**src/rtl/vp_mode_if.sv**
```systemverilog
// Mode-controller signal bundle: switch/sync/enable inputs and the applied-mode status outputs.
// Handshake: no valid/ready; master drives the raw inputs every cycle, slave owns the mode/status outputs.
interface vp_mode_if #(
    parameter int SW_W    = 3,
    parameter int FRAME_W = 16
);
    logic [SW_W-1:0]    sw_in;
    logic               v_sync_in;
    logic               de_in;
    logic [SW_W-1:0]    mode_out;
    logic               pending;
    logic               mode_changed;
    logic [FRAME_W-1:0] frame_cnt;

    modport master (
        output sw_in, v_sync_in, de_in,
        input  mode_out, pending, mode_changed, frame_cnt
    );

    modport slave (
        input  sw_in, v_sync_in, de_in,
        output mode_out, pending, mode_changed, frame_cnt
    );
endinterface

```
**src/rtl/vp_mode_ctrl.sv**
```systemverilog
// Switch synchroniser/debouncer plus a frame-boundary-gated mode register for the video processor.
// Modes only change on a v_sync rise outside active video, so a frame is never split across modes.
module vp_mode_ctrl #(
    parameter int              SW_W       = 3,
    parameter int              DB_CYCLES  = 16,
    parameter int              DB_W       = 20,
    parameter int              FRAME_W    = 16,
    parameter logic [SW_W-1:0] RESET_MODE = '0
) (
    input  logic     clk,
    input  logic     rst_n,
    vp_mode_if.slave bus,
    output logic     dbg_state_o
);
    typedef enum logic {IDLE = 1'b0, PENDING = 1'b1} state_t;

    localparam logic [DB_W-1:0] DB_LAST = DB_W'(DB_CYCLES - 1);

    logic [SW_W-1:0]    sync1_q, sync2_q;
    logic [SW_W-1:0]    cand_q, cand_d;
    logic [SW_W-1:0]    stable_q, stable_d;
    logic [DB_W-1:0]    db_cnt_q, db_cnt_d;
    logic               v_sync_q;
    logic [FRAME_W-1:0] frame_q, frame_d;
    state_t             state_q;
    logic [SW_W-1:0]    mode_q;
    logic               changed_q;

    logic vs_rise;
    logic apply;

    assign vs_rise = bus.v_sync_in & ~v_sync_q;
    assign apply   = vs_rise & ~bus.de_in;

    // A differing sample restarts the run; the counter parks at DB_LAST while the run continues.
    always_comb begin
        cand_d   = cand_q;
        stable_d = stable_q;
        db_cnt_d = db_cnt_q;
        if (sync2_q != cand_q) begin
            cand_d   = sync2_q;
            db_cnt_d = '0;
        end else if (db_cnt_q == DB_LAST) begin
            stable_d = cand_q;
        end else begin
            db_cnt_d = db_cnt_q + DB_W'(1);
        end
    end

    always_comb begin
        frame_d = frame_q;
        if (vs_rise) frame_d = frame_q + FRAME_W'(1);
    end

    always_ff @(posedge clk or negedge rst_n) begin
        if (!rst_n) begin
            sync1_q  <= RESET_MODE;
            sync2_q  <= RESET_MODE;
            cand_q   <= RESET_MODE;
            stable_q <= RESET_MODE;
            db_cnt_q <= '0;
            v_sync_q <= 1'b0;
            frame_q  <= '0;
        end else begin
            sync1_q  <= bus.sw_in;
            sync2_q  <= sync1_q;
            cand_q   <= cand_d;
            stable_q <= stable_d;
            db_cnt_q <= db_cnt_d;
            v_sync_q <= bus.v_sync_in;
            frame_q  <= frame_d;
        end
    end

    // stable_q is the pre-edge value, so a debounce update on the apply edge is picked up next time.
    always_ff @(posedge clk or negedge rst_n) begin
        if (!rst_n) begin
            state_q   <= IDLE;
            mode_q    <= RESET_MODE;
            changed_q <= 1'b0;
        end else begin
            changed_q <= 1'b0;
            case (state_q)
                IDLE: begin
                    if (stable_q != mode_q) state_q <= PENDING;
                end
                PENDING: begin
                    if (stable_q == mode_q) begin
                        state_q <= IDLE;
                    end else if (apply) begin
                        mode_q    <= stable_q;
                        changed_q <= 1'b1;
                        state_q   <= IDLE;
                    end
                end
                default: state_q <= IDLE;
            endcase
        end
    end

    assign bus.mode_out     = mode_q;
    assign bus.pending      = (state_q == PENDING);
    assign bus.mode_changed = changed_q;
    assign bus.frame_cnt    = frame_q;
    assign dbg_state_o      = state_q;
endmodule

```
**src/flat_wrapper.sv**
```systemverilog
// flat-port wrapper written by rule: the top's interface ports become plain ports
module vp_mode_ctrl_flat 
#(
    parameter int              SW_W       = 3,
    parameter int              DB_CYCLES  = 16,
    parameter int              DB_W       = 20,
    parameter int              FRAME_W    = 16,
    parameter logic [SW_W-1:0] RESET_MODE = '0
)
  (clk, rst_n, dbg_state_o, bus_sw_in, bus_v_sync_in, bus_de_in, bus_mode_out, bus_pending, bus_mode_changed, bus_frame_cnt);
  vp_mode_if #(.SW_W(SW_W), .FRAME_W(FRAME_W)) bus_i ();
  input  logic clk;
  input  logic rst_n;
  output logic dbg_state_o;
  input wire logic [$bits(bus_i.sw_in)-1:0] bus_sw_in;
  input wire logic [$bits(bus_i.v_sync_in)-1:0] bus_v_sync_in;
  input wire logic [$bits(bus_i.de_in)-1:0] bus_de_in;
  output wire logic [$bits(bus_i.mode_out)-1:0] bus_mode_out;
  output wire logic [$bits(bus_i.pending)-1:0] bus_pending;
  output wire logic [$bits(bus_i.mode_changed)-1:0] bus_mode_changed;
  output wire logic [$bits(bus_i.frame_cnt)-1:0] bus_frame_cnt;
  assign bus_i.sw_in = bus_sw_in;
  assign bus_i.v_sync_in = bus_v_sync_in;
  assign bus_i.de_in = bus_de_in;
  assign bus_mode_out = bus_i.mode_out;
  assign bus_pending = bus_i.pending;
  assign bus_mode_changed = bus_i.mode_changed;
  assign bus_frame_cnt = bus_i.frame_cnt;
  vp_mode_ctrl #(.SW_W(SW_W), .DB_CYCLES(DB_CYCLES), .DB_W(DB_W), .FRAME_W(FRAME_W), .RESET_MODE(RESET_MODE)) u_core (.clk(clk), .rst_n(rst_n), .bus(bus_i), .dbg_state_o(dbg_state_o));
endmodule
```
**config.mk**
```make
export PLATFORM = sky130hd
export DESIGN_NAME = vp_mode_ctrl_flat
export DESIGN_NICKNAME = d
export VERILOG_FILES = /design/src/rtl/vp_mode_if.sv /design/src/rtl/vp_mode_ctrl.sv /design/src/flat_wrapper.sv
export SDC_FILE = /design/constraint.sdc
export NUM_CORES = 1
export LEC_CHECK = 0
export CAP_MARGIN = 30
export CORE_ASPECT_RATIO = 1.75
export CORE_MARGIN = 10
export CORE_UTILIZATION = 40
export DETAILED_ROUTE_END_ITERATION = 6
export GPL_TIMING_DRIVEN = 0
export SYNTH_ARGS = -nofsm -noshare
export SYNTH_HDL_FRONTEND = slang
export SYNTH_SLANG_ARGS = --single-unit
```
**constraint.sdc**
```tcl
create_clock -name clk -period 2.2 [get_ports clk]
set_clock_uncertainty 0.1 [all_clocks]
set_input_delay 0.22 -clock clk [delete_from_list [all_inputs] [get_ports clk]]
set_output_delay 0.22 -clock clk [all_outputs]
set_load 0.02 [all_outputs]
```
# Word-level counts from Yosys, hierarchy flattened
# Cells that the tools add are included.
# Widths: inputs -> output; s select.
[totals] ramBits=0 ff_bits=54 latchBits=0 word_cells=35 romBits=0 in_bits=7 memories=0
[classes] add_sub_neg=2 n_reduce_logical=2 order_cmp=0 n_div=0 bitwise_logic=7 n_mul=0 mux=9 eq_ne=5 n_shift=0
[op_table] cell="$mux 20" count=2
[op_table] cell="$add 20x1->20 const B" count=1
[op_table] cell="$eq 20x4->1 const B" count=1
[op_table] cell="$add 16x1->16 const B" count=1
[op_table] cell="$mux 1" count=6
[op_table] cell="$ne 3x3->1" count=2
[op_table] cell="$not 1->1" count=5
[op_table] cell="$eq 3x3->1" count=1
[op_table] cell="$reduce_and 3->1" count=1
[op_table] cell="$and 1x1->1" count=2
[op_table] cell="$ne 2x1->1 const B" count=1
[op_table] cell="$pmux 1 s2" count=1
[op_table] cell="$reduce_and 2->1" count=1

# Depth between registers and ports, before layout
[depth] word_depth=6 ltp_mapped=5 depth_no_buf=5

# Worst setup path before layout
# No wires, ideal clock.
[synth_timing] path_kind="reg2reg" start="reg u_core.db_cnt_q[0]" end="reg u_core.db_cnt_q[14]" stages_incl_launch_ff=6 path_buffers=0 setup_ps=78 slack_ps=242 required_time_ps=2022 t_arrival_ps=1781 cell_sequence="dfrtp_1 > ha_1 > nand3_2 > or4_4 > or3_1 > a21oi_1"
[synth_between] elab_chain_cells=3 word_cells_on_any_way=5
[synth_rtl] element="start, declared" line="vp_mode_ctrl.sv:22" source="logic [DB_W-1:0] db_cnt_q, db_cnt_d;"
[synth_rtl] element="start signal, assigned" line="vp_mode_ctrl.sv:69" source="db_cnt_q <= db_cnt_d;"
[synth_rtl] element="$add 20x1->20" line="vp_mode_ctrl.sv:46" source="db_cnt_d = db_cnt_q + DB_W'(1);"
[synth_rtl] element="$mux 20" line="vp_mode_ctrl.sv:43" source="end else if (db_cnt_q == DB_LAST) begin"
[synth_rtl] element="$mux 20" line="vp_mode_ctrl.sv:40" source="if (sync2_q != cand_q) begin"
# Several ways; a longest one is shown, not always the timed one. The select of a mux whose other input is x is not followed.
# A chain may end at the register's enable or synchronous reset.

# Final worst setup path
[layout_timing] start="reg u_core.db_cnt_q[1]" end="reg u_core.db_cnt_q[14]"
# The elaborated chain is that of the path after synthesis.

==> metrics.md <==
| Metric | Value |
|---|---|
| Detailed Place HPWL | 3.460 mm |
| CP arrival | about 2.3 ns |
| Layout cells sized above 1 | 0.09449 |
| Synth-to-Final Area Change | 21.98% |
| Skew-Pair Late Insertion Delay | a little over 0.3 ns |
| Clock root buffer | clkbuf_8 |
| RSZ-0062 raised after global routing | no |
| Kind of critical path | register to register |
| CP max-delay cell | or4_4 |
| Dominant register cell in the synthesized netlist | dfrtp_1 |
| Die Y | 122.4 um |
| Dpl cells | ~320 |
| Detailed router's first-iteration violation count | roughly 110 |
| Vias | between 1500 and 2000 |
| Final min period | ~2.1 ns |
| WL final | around 4.7 mm |
| Setup violators final | 0 |
| Cell variety after synth | 33 |
| Reg clk slew, reported paths | roughly 0.10 ns |
| Worst Max-Slew Pin Slew | just over 0.8 ns |
| Setup TNS | 0 ns |
| Worst slew margin | 0.4572 |
| IO Count | 29 |
| Cell Area, Placed | 2789 um^2 |
| Vias in the first global route | roughly 1700 |
| Die ar. | 9608 um^2 |
| CTS tree | built |
| H-tree depth | 2 |
| Hold path endpoint | u_core.sync1_q[0]$_DFF_PN0_ |
| P_leak | roughly 0.0012 uW |
| Critical path peak fanout | 10 |
| Max incr delay on CP | approximately 0.61 ns |
| Finished Layout Cells | about 330 |
| Max clock buf depth | 2 |
| GR peak layer | met2 |
| CP Capture Type | register |
| Top delay family on crit path | simple AND/OR/NAND/NOR gates |
| First-pass GRT wire length | approximately 8.1 mm |
| Min-Delay Path Class | primary input to register |
| Worst r2r src | u_core.db_cnt_q[1]$_DFFE_PN0P_ |
| P_int | ~1600 uW |
| Remaining DRCs | 0 |
| Sw Pwr | 574.0 uW |
| Syn Area/Cell | roughly 11 um^2 |
| IR drop worst, VDD | 0.8184 mV |
| Final instance area | approximately 2900 um^2 |
| Worst hold start | bus_sw_in[0] |
| Post-synth EDFFs | 0 |
| Wire per inst | around 14 um |
| Final Hold Fails | 0 |
| CTS Sinks | 54 |
| ANT nets after route | 0 |
| Status | finished, final reports clean |
| Worst Hold Depth | 1 |
| Nets | between 200 and 300 |
| Flop2flop setup slack | 0.09 ns |
| Most common cell after layout, fill and taps aside | dfrtp_1 |
| Met2 Use GR | 0.1782 |
| Hold Worst Slack | between 0.2 and 0.25 ns |
| Logic pwr share | 0.152 |
| Worst path required time | roughly 2.4 ns |
| Sw frac | 0.2691 |
| Total power draw | between 2000 and 2500 uW |
| Clock power share | 0.312 |
| Core area | slightly below 6000 um^2 |
| F_max | 474.6 MHz |
| IO Port Bufs | 28 |
| Syn Inst Count | 216 |
| Seq/Total Area, Yosys | 0.5640 |
| Final Wtd Congestion | ~0.83 |
| Synth top area cells | dfrtp_1 56%, xnor2_1 5.5%, xor2_1 5.1%, mux2_2 3.3%, nand3_1 2.5% |
| Final Cycle Share | 0.9577 |
| Num rows | 37 |
| FF+latch count, synth | between 50 and 60 |
| CP Cell Sequence | ha_1 > nand3_4 > or4_4 > or3_1 > a21oi_1 |
| Part of the power in registers | 0.536 |
| Antenna diodes | 0 |
| Worst R2R Path Depth | 5 |
| Share of flip-flops with an asynchronous set or reset | 1.000 |
| Initial antenna violation count | 0 |
| WP buf/inv | 0 |
| Met3 Track Usage GR | 0.03367 |
| Gr usage total | 0.1043 |
| Mapped Nets | ~230 |
| Capturing point of the worst reg2reg path | u_core.db_cnt_q[14]$_DFFE_PN0P_ |
| Largest net degree at the start of global routing | 29 |
| Area leader, netlist | dfrtp_1 |
| Starting Density | 0.4108 |
| Met1 Use GR | 0.1111 |
| Critical Path Source Type | register |
| Die W | a little under 80 um |
| Yosys Warn Count | 0 |
| Slew Viols, Final | 0 |
| Commonest non-fill, non-tap cells in the layout | 53 x dfrtp_1, 27 x clkdlybuf4s50_1, 16 x nand2_1 |
| Post-CTS Setup Repair Bufs | 0 |
| 1st-pass router iterations | 4 |
| Synth top area share | 0.5640 |
| Synth Cell Area | about 2400 um^2 |
| Power Density | approximately 730 nW/um^2 |
| Vias/cell | about 5.1 |
| Num CTS Buffers | 5 |
| Max-Cap Viols | 0 |
| Overflow after GRT | 0 |
what timing repair did:
action | in CTS | in global routing
resized for setup | 1 | 3
hold buffers | 1 | 0
endpoints found under the setup margin | 1 | 6
endpoints found under the hold margin | 27 | 0
worst max-delay path by stage:
stage	slack, ns	from	to	cells after the start
after floorplan	0.24	u_core.db_cnt_q[0]$_DFFE_PN0P_	u_core.db_cnt_q[14]$_DFFE_PN0P_	5
after global placement	-0.88	rst_n	u_core.bus.frame_cnt[2]$_DFFE_PN0N_	1
after detailed placement	0.03	bus_v_sync_in	u_core.bus.frame_cnt[15]$_DFFE_PN0N_	5
after CTS	0.02	u_core.db_cnt_q[0]$_DFFE_PN0P_	u_core.db_cnt_q[14]$_DFFE_PN0P_	5
after global routing	0.02	u_core.db_cnt_q[4]$_DFFE_PN0P_	u_core.stable_q[1]$_DFFE_PN0P_	4
final	0.09	u_core.db_cnt_q[1]$_DFFE_PN0P_	u_core.db_cnt_q[14]$_DFFE_PN0P_	5
per-stage QoR:
step,worst slack [ns],utilization
6_report,0.09307,0.5011
4_1_cts,0.02420,0.4996
3_3_place_gp,-0.8846,0.4755
3_5_place_dp,0.02610,0.4781
5_1_grt,0.01895,0.5011
2_1_floorplan,0.2419,-
sequential cells by signal, indices dropped and copies added, names as in the netlist:
| name | flops |
|---|---|
| u_core.bus.mode_changed | 1 |
| u_core.cand_q | 3 |
| u_core.stable_q | 3 |
| u_core.bus.pending | 1 |
| u_core.v_sync_q | 1 |
| u_core.sync2_q | 3 |
| u_core.bus.frame_cnt | 16 |
| u_core.sync1_q | 3 |
| u_core.bus.mode_out | 3 |
| u_core.db_cnt_q | 20 |
routing by layer:
| metal | part of all wire | wire, um |
|---|---|---|
| met5 | 0 | 0 |
| met4 | 0.014 | 64 |
| met3 | 0.053 | 248 |
| met2 | 0.53 | 2494 |
| met1 | 0.40 | 1875 |
power by group through the flow:
stage          Clock (uW)  Sequential, uW  Combinational, uW
6_report              666            1140                324
5_1_grt               724            1160                357
4_1_cts               693            1150                334
3_5_place_dp            0            1160                329
3_3_place_gp            0            1170                320
2_1_floorplan           0            1210               93.0
worst reg2reg max path, stage by stage, from the launching register on:
cell,delay (ns)
dfrtp_1,0.42
ha_1,0.26
nand3_4,0.15
or4_4,0.61
or3_1,0.36
a21oi_1,0.14
synthesized netlist by cell type (2+ instances only):
cell type  count
nor2_1        11
and4_1         3
nand2b_1       3
nor4_1         5
mux2i_1        2
or4_4          2
clkbuf_1       6
mux2_2         7
nor2b_1        4
a21oi_1        9
nand3_1       12
o21ai_0        8
o21a_1         2
nand2_1       16
nor3_1        10
and3_1         3
a21boi_0       2
ha_1           2
or4_1          2
nand4_1        7
or3_1          7
inv_1          2
dfrtp_1       54
xor2_1        14
xnor2_1       15
final cells by class:
class	instances	area, um^2
plain buffers	7	30.03
well taps	78	97.59
clock inverters	2	37.54
fillers	573	2910
flip-flops and latches	54	1353
repair buffers	30	305.3
clock buffers	6	72.57
inverters	2	7.507
multi-input cells	153	1020
cell families (layout without fill, tap and decap cells):
family / Yosys count / in the layout / share of synthesized area
AO/OA/AOI/OAI: 21 / 21 / 0.04804
XOR/XNOR: 29 / 29 / 0.1060
adder cells (fa/ha/maj): 2 / 2 / 0.01044
buffers and inverters: 9 / 47 / 0.01567
flip-flops: 54 / 54 / 0.5640
multiplexers: 9 / 9 / 0.04126
AND/OR/NAND/NOR: 92 / 92 / 0.2146
Power figures use the tool's default switching activity.
